[src/rtl/mem_update_arbiter.sv]
// Round-robin arbiter granting NREQ requesters single-word memory updates,
// with per-transaction completion timeout and a one-cycle fairness mask.
module mem_update_arbiter #(
    parameter int NREQ    = 4,
    parameter int AW      = 8,
    parameter int DW      = 32,
    parameter int TIMEOUT = 15
) (
    input  logic              clk,
    input  logic              HRESET,
    input  logic [NREQ-1:0]   req,
    input  logic [NREQ*AW-1:0] req_addr,
    input  logic [NREQ*DW-1:0] req_data,
    output logic [NREQ-1:0]   ack,
    output logic              mem_wr,
    output logic [AW-1:0]     mem_addr,
    output logic [DW-1:0]     mem_wdata,
    input  logic              mem_done,
    output logic              busy,
    output logic [2:0]        grant_id,
    output logic              timeout_err
);

    generate
        if (NREQ < 2 || NREQ > 8) begin : g_bad_nreq
            $error("mem_update_arbiter: NREQ must be 2..8");
        end
        if (TIMEOUT < 1 || TIMEOUT > 255) begin : g_bad_timeout
            $error("mem_update_arbiter: TIMEOUT must be 1..255");
        end
    endgenerate

    typedef enum logic [1:0] {
        IDLE,
        WRITE,
        WAIT,
        ACK
    } state_t;

    state_t          state;
    logic [2:0]      rr_ptr;
    logic [7:0]      cnt;
    logic [NREQ-1:0] mask;

    logic [NREQ-1:0] elig;
    logic [7:0]      elig8;
    logic [2:0]      pick;
    logic            pick_ok;
    logic [3:0]      pos;
    logic [2:0]      grant_nxt;
    logic [7:0]      grant_oh;

    assign elig     = req & ~mask;
    assign elig8    = 8'(elig);
    assign grant_oh = 8'd1 << grant_id;

    assign grant_nxt = (grant_id == 3'(NREQ - 1)) ? 3'd0 : grant_id + 3'd1;

    // Scan from the farthest offset down so the nearest eligible one wins.
    always_comb begin
        pick    = '0;
        pick_ok = 1'b0;
        pos     = '0;
        for (int k = NREQ - 1; k >= 0; k--) begin
            pos = {1'b0, rr_ptr} + 4'(k);
            if (pos >= 4'(NREQ)) begin
                pos = pos - 4'(NREQ);
            end
            if (elig8[pos[2:0]]) begin
                pick    = pos[2:0];
                pick_ok = 1'b1;
            end
        end
    end

    always_ff @(posedge clk) begin
        if (HRESET) begin
            state       <= IDLE;
            rr_ptr      <= '0;
            cnt         <= '0;
            mask        <= '0;
            ack         <= '0;
            mem_wr      <= 1'b0;
            mem_addr    <= '0;
            mem_wdata   <= '0;
            grant_id    <= '0;
            timeout_err <= 1'b0;
            busy        <= 1'b0;
        end else begin
            unique case (state)
                IDLE: begin
                    mask <= '0;
                    if (pick_ok) begin
                        mem_addr  <= req_addr[int'(pick)*AW +: AW];
                        mem_wdata <= req_data[int'(pick)*DW +: DW];
                        grant_id  <= pick;
                        mem_wr    <= 1'b1;
                        busy      <= 1'b1;
                        state     <= WRITE;
                    end
                end
                WRITE: begin
                    mem_wr <= 1'b0;
                    cnt    <= '0;
                    state  <= WAIT;
                end
                WAIT: begin
                    // Completion takes priority over an expiring counter.
                    if (mem_done) begin
                        ack   <= grant_oh[NREQ-1:0];
                        state <= ACK;
                    end else if (cnt == 8'(TIMEOUT - 1)) begin
                        timeout_err <= 1'b1;
                        rr_ptr      <= grant_nxt;
                        busy        <= 1'b0;
                        state       <= IDLE;
                    end else begin
                        cnt <= cnt + 8'd1;
                    end
                end
                ACK: begin
                    ack    <= '0;
                    rr_ptr <= grant_nxt;
                    mask   <= grant_oh[NREQ-1:0];
                    busy   <= 1'b0;
                    state  <= IDLE;
                end
                default: begin
                    state <= IDLE;
                end
            endcase
        end
    end

endmodule

[config.mk]
export PLATFORM = sky130hd
export DESIGN_NAME = mem_update_arbiter
export DESIGN_NICKNAME = d
export VERILOG_FILES = /design/src/rtl/mem_update_arbiter.sv
export SDC_FILE = /design/constraint.sdc
export NUM_CORES = 1
export LEC_CHECK = 0
export BUFFER_PORTS_ARGS = -buffer_cell sky130_fd_sc_hd__buf_2
export CORE_ASPECT_RATIO = 1.75
export CORE_UTILIZATION = 50
export CTS_BUF_LIST = sky130_fd_sc_hd__clkbuf_16
export DETAILED_ROUTE_END_ITERATION = 6
export HOLD_SLACK_MARGIN = 0.1
export PLACE_DENSITY = 0.95
export SLEW_MARGIN = 20
export SYNTH_ARGS = -nofsm -noshare
export SYNTH_HDL_FRONTEND = slang
export SYNTH_SLANG_ARGS = --single-unit
[constraint.sdc]
create_clock -name clk -period 7.8 [get_ports clk]
set_clock_uncertainty 0.15 [all_clocks]
set_input_delay 1.56 -clock clk [delete_from_list [all_inputs] [get_ports clk]]
set_output_delay 1.56 -clock clk [all_outputs]
set_load 0.1 [all_outputs]
==> results of run 1 <==
how the worst max path moves through the flow:
stage / startpoint / endpoint / slack (ns) / depth (start not counted)
finish: req[0] / mem_addr[7] / 3.28 / 8
global route: req[0] / mem_addr[7] / 3.14 / 8
CTS: req[0] / mem_addr[7] / 3.28 / 8
detailed placement: req[0] / mem_addr[7] / 2.95 / 8
global placement: req[0] / mem_wdata[31] / 3.11 / 8
floorplan: req[0] / mem_wdata[20] / 4.27 / 8
worst min-delay path: cells and delay by family, from the launching register on:
kind / cells / cell delay, ns
AO/OA/AOI/OAI: 2 / 0.12
flip-flops: 1 / 0.31
cell families after synthesis:
family                   after synthesis
AND/OR/NAND/NOR                      121
multiplexers                          88
AO/OA/AOI/OAI                         83
flip-flops                            67
buffers and inverters                 43
adder cells (fa/ha/maj)               13
XOR/XNOR                               6
flip-flops by register name (all words and copies together) (netlist names):
name	count
timeout_err	1
busy	1
rr_ptr	3
state	2
mem_wr	1
mem_addr	8
mem_wdata	32
ack	4
cnt	8
grant_id	3
mask	4
layout make-up:
class                   count  area share [%]
flip-flops and latches     67           24.53
multi-input cells         311           46.38
inverters                  10          0.7323
clock buffers               9           4.119
repair buffers            220           20.32
clock inverters             7           1.854
well taps                  90           2.059
where the power goes:
part | internal, mW | leakage, nW | switching [mW] | total (mW)
Combinational | 0.342 | 2.05 | 1.02 | 1.36
Sequential | 0.438 | 0.550 | 0.0651 | 0.503
Clock | 0.282 | 0.152 | 0.156 | 0.438
Total | 1.06 | 2.75 | 1.24 | 2.30
placed cells by master, fill, tap and decap left out, types with 3 or more instances in the layout:
cell and instances:
clkbuf_16 9, o211ai_1 3, ha_1 13, nand2_1 7
buf_2 216, buf_4 4, xor2_1 5, nor3_1 3
o21ai_0 5, inv_1 9, and3b_1 3, mux2i_1 85
o221ai_1 39, nor2_1 27, nand3b_1 42, nand3_1 6
nand2b_1 8, a31oi_1 3, dfxtp_1 67, a22oi_1 8
a21oi_1 9, nor2b_1 10
routing by layer:
| layer | routed length (um) | up-vias | track usage (%) |
|---|---|---|---|
| met1 | 4397 | 2028 | 29.85 |
| li1 | - | 2002 | - |
| met4 | 382 | 0 | 15.63 |
| met2 | 7047 | 192 | 52.76 |
| met5 | 0 | - | 0 |
| met3 | 679 | 39 | 7.253 |
through the flow:
stage,power (mW),instance area [um2],util (%),hold slack [ns],std cells
after floorplan,1.715,4178,-,0.3130,421
after global placement,1.833,5141,64.13,0.3026,698
after detailed placement,1.868,5141,64.13,0.3223,698
after CTS,2.312,5468,68.21,0.3366,714
after global routing,2.401,5468,68.21,0.3564,714
final,2.305,5468,68.21,0.3305,714
==> impl_metrics.tcl, run 1 <==
set metrics [dict create \
    avgViaCountPerCell 5.968 \
    synth-simple-area-share_pct 17.88 \
    ys_warn_count 0 \
    rsz0062_at_grt "no" \
    std_cell_rows 43 \
    synthCells 421 \
    maxCapViolCount 0 \
    portBuffers 216 \
    drc 6 \
    drtIter0Drc 347 \
    min_period_ns 4.525 \
    hold_viol 0 \
    failed_checks "DRC" \
    postCtsHoldBufs 0 \
    ff2ff_path_depth 9 \
    max_slew.worst_pin.slew_ns 1.105 \
    drive_gt1_share_pct 39.58 \
    cts.repair.resized 0 \
    holdPathStages 2 \
    synth_top_family_by_area "multiplexers" \
    post-cts-setup-buffers 0 \
    slowest_delay_ns 0.79 \
    tns_ns 0 \
    setup_viol 0 \
    slowest_stage "buf_4" \
    worstPathMaxFanout 51 \
    seq_area_um2 1341 \
    grt_start_max_net_pins 65 \
    antenna_found_initial 0 \
    grt_overflow 0 \
    clock_sinks 67 \
    post_drt_wl_per_cell_um 17.52 \
    n_fill_cell 624 \
    async_flop_share_pct 0 \
    period_share_pct 58.01 \
    finalWirelength_um 12510 \
    fp.coreArea_um2 8016 \
    antenna_cells 0 \
    r2r_end "mem_addr[7]" \
    gp_congestion 0.8943 \
    arrival_ns 4.55 \
    holdCritPathClass "reg2reg" \
    clkTransAtPathRegs_ns 0.06 \
    ys_top_cells_by_area "dfxtp_1, mux2i_1, o221ai_1, nand3b_1, ha_1" \
    yosysTopAreaCellShare_pct 32.11 \
    min-delay-start "mem_wr" \
    cts_max_level 3 \
    grt_pass1_wl_um 19540 \
    max_freq_ghz 0.2210 \
    synth_area_per_cell_um2 9.923 \
    drv_slew 0 \
    layout.nets 799 \
    min_to "mem_wr" \
    peakVddDrop_uv 306.5 \
    r2r-start "rr_ptr[0]" \
    die_w_um 71.10 \
    crit_family "buffers and inverters" \
    initial_utilization_pct 52.11 \
    syn_nets 601 \
    syn_area_um2 4178 \
    worstPathRequired_ns 7.83 \
    netlist_top_cells_count "mux2i_1, dfxtp_1, nand3b_1" \
    postRouteAntennaNets 0 \
    vias 4261 \
    synth_xor_area_share_pct 1.258 \
    grtUsageTotal_pct 28.85 \
    outcome "finished, violations left" \
    grt_pass1_vias 4274 \
    critical_path_class "in2reg" \
    start_kind "input pin" \
    ys_seq_area_share_pct 32.11 \
    yosysMostFrequentCell "mux2i_1" \
    slew_headroom_pct 26.24 \
    area_delta_synth_final_pct 30.88 \
    fp.dieH_um 122.9 \
    numCtsBuffers 9 \
    synth_seq_cells 67 \
    p_leak_nw 2.753 \
    multi_input_area_um2 2536 \
    reg2reg_slack_ns 3.38 \
    cts_tree "yes" \
    synth_compound_area_share_pct 15.78 \
    dr.pass1.iters 7 \
    ctsLongestPathBuffers 2 \
    crit_path_end_kind "flip-flop" \
    fin_ws_ns 3.275 \
    yosys.area.top_type "dfxtp_1" \
    critPathBufInv 2 \
    synth_mux_area_share_pct 21.44 \
    synth_fa_ha_area_share_pct 3.893 \
    synth-edff-count 0 \
    pin_count 217 \
    dieArea_um2 8740 \
    synth_ff_type "dfxtp_1" \
    path_cells "buf_2, nor2b_1, mux4_2, nor4_2, o2bb2ai_4, buf_4, mux2i_1, o221ai_1" \
    preCtsSetupSlack_ns 2.945 \
    yosys.cell_types.count 56 \
    clk_latency_ns 0.33 \
    cts_root_buf "clkbuf_16" \
    dp_hpwl_um 9535 \
    power.density_nw_per_um2 421.5 \
]
Power figures use the tool's default switching activity.
==> inputs of run 2 (changes only) <==
ABC_AREA = 1   (was default)
CORE_UTILIZATION = 43   (was 50)
PLACE_DENSITY = 0.86   (was 0.95)
clock period = 3.9 ns   (was 7.8 ns; I/O delays follow)
==> run 2 against run 1 <==
  * The run now ends clean
  * Global-route usage shrank 2.8 points
  * Flip-flop and latch count is the same
  * Critical path depth grew 6
  * Largest cell class unchanged
==> impl_metrics.tcl, run 2 <==
set metrics [dict create \
    netlist_top_cells_count "nand2_1, nand3_1, inv_1" \
    fp.coreArea_um2 10300 \
    syn_area_um2 4556 \
    postRouteAntennaNets 0 \
    min_to "ack[0]" \
    regMostFlops "mem_wdata" \
    yosysTopAreaCellShare_pct 29.44 \
    arrival_ns 3.00 \
    ctsLongestPathBuffers 2 \
    path_cells "inv_2, ha_1, inv_1, nand3_1, nand3_1, inv_1, nand2_1, nand2_1, nand3_4, nor2_4, nand3_1, nand3_1, nand2_1, inv_1" \
    outcome "finished clean" \
    postCtsHoldBufs 0 \
    r2r-start "rr_ptr[0]" \
    cts_root_buf "clkbuf_16" \
    critical_path_class "reg2reg" \
    dp_cells 1066 \
    synth_area_per_cell_um2 6.050 \
    synthCells 753 \
    synth_seq_cells 67 \
    synth_mux_area_share_pct 0 \
    start_kind "flip-flop" \
    synth_ff_type "dfxtp_1" \
    period_share_pct 73.76 \
    slowest_delay_ns 0.56 \
    async_flop_share_pct 0 \
    synth_fa_ha_area_share_pct 3.570 \
    setup_viol 0 \
    min-delay-start "ack[0]" \
    cts_tree "yes" \
    vias 5419 \
    ff2ff_path_depth 14 \
    worstPathMaxFanout 25 \
    finalWirelength_um 14020 \
    portBuffers 216 \
    die_w_um 79.81 \
    dieArea_um2 11030 \
    grt_pass1_wl_um 22850 \
    cts.repair.resized 0 \
    maxCapViolCount 0 \
    antenna_found_initial 0 \
    final_cell_mix "buf_2, nand2_1, nand3_1" \
    gp_congestion 0.9138 \
    largest_reg_flops 32 \
    drive_gt1_share_pct 26.52 \
    crit_path_end_kind "flip-flop" \
    r2r_end "mem_addr[2]" \
    layout.nets 1130 \
    std_cell_rows 49 \
    synth-edff-count 0 \
    drtIter0Drc 344 \
    ys_top_cells_by_area "dfxtp_1, nand2_1, nand3_1, inv_1, nand3b_1" \
    antenna_cells 0 \
    yosysMostFrequentCell "nand2_1" \
    syn_nets 933 \
    cts_max_level 3 \
    numCtsBuffers 9 \
    max_slew.worst_pin.slew_ns 0.6014 \
    post_drt_wl_per_cell_um 12.97 \
    drv_slew 0 \
    clk_latency_ns 0.33 \
    worst_hold_slack_ns 0.3058 \
    dpl_cell_area_um2 5649 \
    dr.pass1.iters 6 \
    hold_viol 0 \
    reg_top3 "mem_wdata x32, cnt x8, mem_addr x8" \
    min_period_ns 2.877 \
    grt_pass1_vias 5049 \
    synth-simple-area-share_pct 45.84 \
    rsz0062_at_grt "no" \
    area_delta_synth_final_pct 29.52 \
    reg2reg_slack_ns 1.02 \
    yosys.cell_types.count 28 \
    post-cts-setup-buffers 0 \
    synth_top_family_by_area "simple AND/OR/NAND/NOR gates" \
    dp_hpwl_um 10480 \
    clkTransAtPathRegs_ns 0.06 \
    grt_start_max_net_pins 53 \
    worstPathRequired_ns 4.02 \
    finalInstanceArea_um2 5901 \
    holdPathStages 2 \
    fin_cells 1081 \
    grtUsageTotal_pct 26.07 \
    slew_headroom_pct 59.66 \
    fp.dieH_um 138.2 \
    initial_utilization_pct 44.23 \
    synth_xor_area_share_pct 0 \
    pin_count 217 \
    cpMostUsedCell "nand3_1" \
    drc 0 \
    synth_compound_area_share_pct 7.718 \
    yosys.area.top_type "dfxtp_1" \
    holdCritPathClass "reg2reg" \
    tns_ns 0 \
    slowest_stage "nor2_4" \
    clock_sinks 67 \
    avgViaCountPerCell 5.013 \
    ys_warn_count 0 \
    ys_seq_area_share_pct 29.44 \
    final_common_cell "buf_2" \
    grt_overflow 0 \
    max_freq_ghz 0.3476 \
]
run 2: cell count changes after synthesis, moves of 10 or more:
cell / delta
nand3_1: +103
mux2i_1: -85
buf_4: +10
inv_1: +88
nor2b_1: -10
a21oi_1: +41
nor2_1: +54
o221ai_1: -39
buf_2: +14
nand2_1: +208
run 2: logic make-up after synthesis:
| family | count (synthesis) |
|---|---|
| flip-flops | 67 |
| AND/OR/NAND/NOR | 462 |
| AO/OA/AOI/OAI | 67 |
| adder cells (fa/ha/maj) | 13 |
| buffers and inverters | 144 |
run 2: worst max-delay path by stage:
stage	from	to	slack (ns)	cells after the start
6_report	rr_ptr[0]	mem_addr[2]	1.02	14
3_3_place_gp	req[2]	mem_addr[2]	1.09	13
5_1_grt	rr_ptr[0]	mem_addr[1]	0.73	14
3_5_place_dp	req[0]	mem_addr[2]	1.03	14
2_1_floorplan	rr_ptr[0]	mem_addr[7]	1.64	14
4_1_cts	rr_ptr[0]	mem_wdata[25]	1.03	15
run 2: metal layers:
| layer | share of wire (%) | GRT usage [%] | up-vias |
|---|---|---|---|
| met4 | 3.2 | 9.586 | 0 |
| met2 | 51 | 46.11 | 223 |
| met1 | 40 | 30.19 | 2394 |
| met3 | 5.5 | 5.215 | 36 |
| li1 | - | - | 2766 |
| met5 | 0 | 0 | - |
run 2: final cells by class:
cell class | count | area, um2
clock buffers | 9 | 225.2
clock inverters | 6 | 26.28
fillers | 1035 | 4399
inverters | 106 | 400.4
multi-input cells | 542 | 2608
flip-flops and latches | 67 | 1341
well taps | 127 | 158.9
repair buffers | 224 | 1141
run 2: metrics by stage:
step / worst slack, ns / util (%)
2_1_floorplan: 1.642 / -
3_3_place_gp: 1.085 / 54.85
5_1_grt: 0.7313 / 57.29
4_1_cts: 1.025 / 57.29
3_5_place_dp: 1.029 / 54.85
6_report: 1.023 / 57.29
run 2: worst max-delay path: cells and delay by family (launching register included):
family        cells  cell delay, ns
buf+inv           4            0.36
simple gates      9            1.49
flops             1            0.45
fa+ha+maj         1            0.34
Power of run 2 is left out: the tool's default activity adds up to more than one toggle a clock period on the data nets, which glitch-free logic cannot reach.
==> inputs of run 3 (changes only) <==
CORE_UTILIZATION = 47   (was 43)
PLACE_DENSITY = 0.89   (was 0.86)
clock period = 2.8 ns   (was 3.9 ns; I/O delays follow)
==> run 3 against run 2 <==
  * Fmax is 14% higher
  * Non-clock buffer count is 7 higher
  * Register-to-register slack lost 0.74 ns
  * Flip-flop and latch count unchanged
  * Die area down 8.3%
  * Critical path type unchanged
==> impl_metrics.tcl, run 3 (same netlist as run 2, synthesis figures left out) <==
set metrics [dict create \
    critPathBufInv 5 \
    antenna_found_initial 1 \
    largest_reg_flops 32 \
    path_cells "inv_2, ha_1, inv_1, nand3_1, inv_2, nor2_1, nand2_1, nand2_1, nand2_2, clkbuf_8, nand3b_1, nand3_1, nand3_1, nand2_1, inv_1" \
    regMostFlops "mem_wdata" \
    cts_max_level 3 \
    fp.coreArea_um2 9409 \
    min_to "ack[0]" \
    pin_count 217 \
    layout.nets 1137 \
    drv_slew 0 \
    hold_viol 0 \
    outcome "finished clean" \
    finalWirelength_um 14160 \
    dieArea_um2 10110 \
    critical_path_class "reg2reg" \
    grt_pass1_vias 5322 \
    dp_hpwl_um 10780 \
    initial_utilization_pct 48.42 \
    ctsLongestPathBuffers 2 \
    max_slew.worst_pin.slew_ns 0.5239 \
    worstPathMaxFanout 52 \
    cts_tree "yes" \
    drc 0 \
    max_freq_ghz 0.3979 \
    min-delay-start "ack[0]" \
    r2r_end "mem_wdata[17]" \
    setup_viol 0 \
    holdCritPathClass "reg2reg" \
    grt_start_max_net_pins 53 \
    holdPathStages 2 \
    slew_headroom_pct 65.32 \
    grt_pass1_wl_um 23450 \
    r2r-start "rr_ptr[0]" \
    start_kind "flip-flop" \
    tns_ns 0 \
    grtUsageTotal_pct 29.08 \
    worstPathRequired_ns 2.88 \
    min_period_ns 2.513 \
    std_cell_rows 47 \
    cts_root_buf "clkbuf_16" \
    reg_top3 "mem_wdata x32, cnt x8, mem_addr x8" \
    dr.pass1.iters 4 \
    ff2ff_path_depth 15 \
    clock_sinks 67 \
    gp_congestion 0.8956 \
    maxCapViolCount 0 \
    postRouteAntennaNets 0 \
    avgViaCountPerCell 5.074 \
    crit_family "simple AND/OR/NAND/NOR gates" \
    die_w_um 76.42 \
    reg2reg_slack_ns 0.29 \
    drtIter0Drc 322 \
    final_cell_mix "buf_2, nand2_1, nand3_1" \
    portBuffers 216 \
    fp.dieH_um 132.2 \
    area_delta_synth_final_pct 32.38 \
    numCtsBuffers 9 \
    clkTransAtPathRegs_ns 0.05 \
    grt_overflow 0 \
    arrival_ns 2.60 \
    post_drt_wl_per_cell_um 13.06 \
    drive_gt1_share_pct 27.37 \
    period_share_pct 89.75 \
    vias 5500 \
    final_common_cell "buf_2" \
    clk_latency_ns 0.33 \
    slowest_delay_ns 0.40 \
    rsz0062_at_grt "no" \
    slowest_stage "dfxtp_2" \
    crit_path_end_kind "flip-flop" \
]
-- run 3: cell type report --
cell class                      instances  area [um2]
Clock inverter                          6       50.05
Inverter                              106       402.9
Fill cell                             882        3378
Sequential cell                        67        1344
Multi-Input combinational cell        542        2616
Clock buffer                            9       225.2
Tap cell                              122       152.6
Timing Repair Buffer                  231        1237
Antenna cell                            1       2.502
-- run 3: repair_timing --
action                                  4_1_cts  5_1_grt
hold buffers                                  0        0
endpoints found under the setup margin        0       40
buffers inserted                              0        1
gates resized for setup                       0        6
-- run 3: how the worst max path moves through the flow --
stage / start / to / slack (ns) / depth (start not counted)
after global placement: rr_ptr[0] / mem_addr[4] / 0.23 / 15
after detailed placement: rr_ptr[0] / mem_wdata[17] / 0.15 / 15
final: rr_ptr[0] / mem_wdata[17] / 0.29 / 15
after floorplan: rr_ptr[0] / mem_addr[7] / 0.54 / 14
after global routing: rr_ptr[0] / mem_wdata[0] / 0.03 / 15
after CTS: rr_ptr[0] / mem_wdata[17] / 0.14 / 15
-- run 3: metal layers --
layer	routed length [um]	global-route usage, %
met1	5293	30.43
met2	7466	52.30
met3	670	5.467
met4	730	18.80
met5	0	0
-- run 3: through the flow --
| step | instances | area, um2 | hold slack, ns | worst slack [ns] | utilization [%] |
|---|---|---|---|---|---|
| 6_report | 1084 | 6031 | 0.3065 | 0.2870 | 64.10 |
| 5_1_grt | 1084 | 6031 | 0.3112 | 0.03381 | 64.10 |
| 4_1_cts | 1082 | 6001 | 0.2990 | 0.1397 | 63.78 |
| 3_5_place_dp | 1067 | 5725 | 0.2897 | 0.1471 | 60.85 |
| 3_3_place_gp | 1067 | 5725 | 0.2829 | 0.2299 | 60.85 |
| 2_1_floorplan | 753 | 4556 | 0.2728 | 0.5419 | - |
-- run 3: worst reg2reg max path, stage by stage (launching register included) --
cell and delay [ns]:
dfxtp_2 0.40, inv_2 0.11, ha_1 0.34, inv_1 0.12, nand3_1 0.12, inv_2 0.06, nor2_1 0.05, nand2_1 0.09
nand2_1 0.07, nand2_2 0.12, clkbuf_8 0.35, nand3b_1 0.16, nand3_1 0.10, nand3_1 0.08, nand2_1 0.08, inv_1 0.03
Power of run 3 is left out for the same reason.
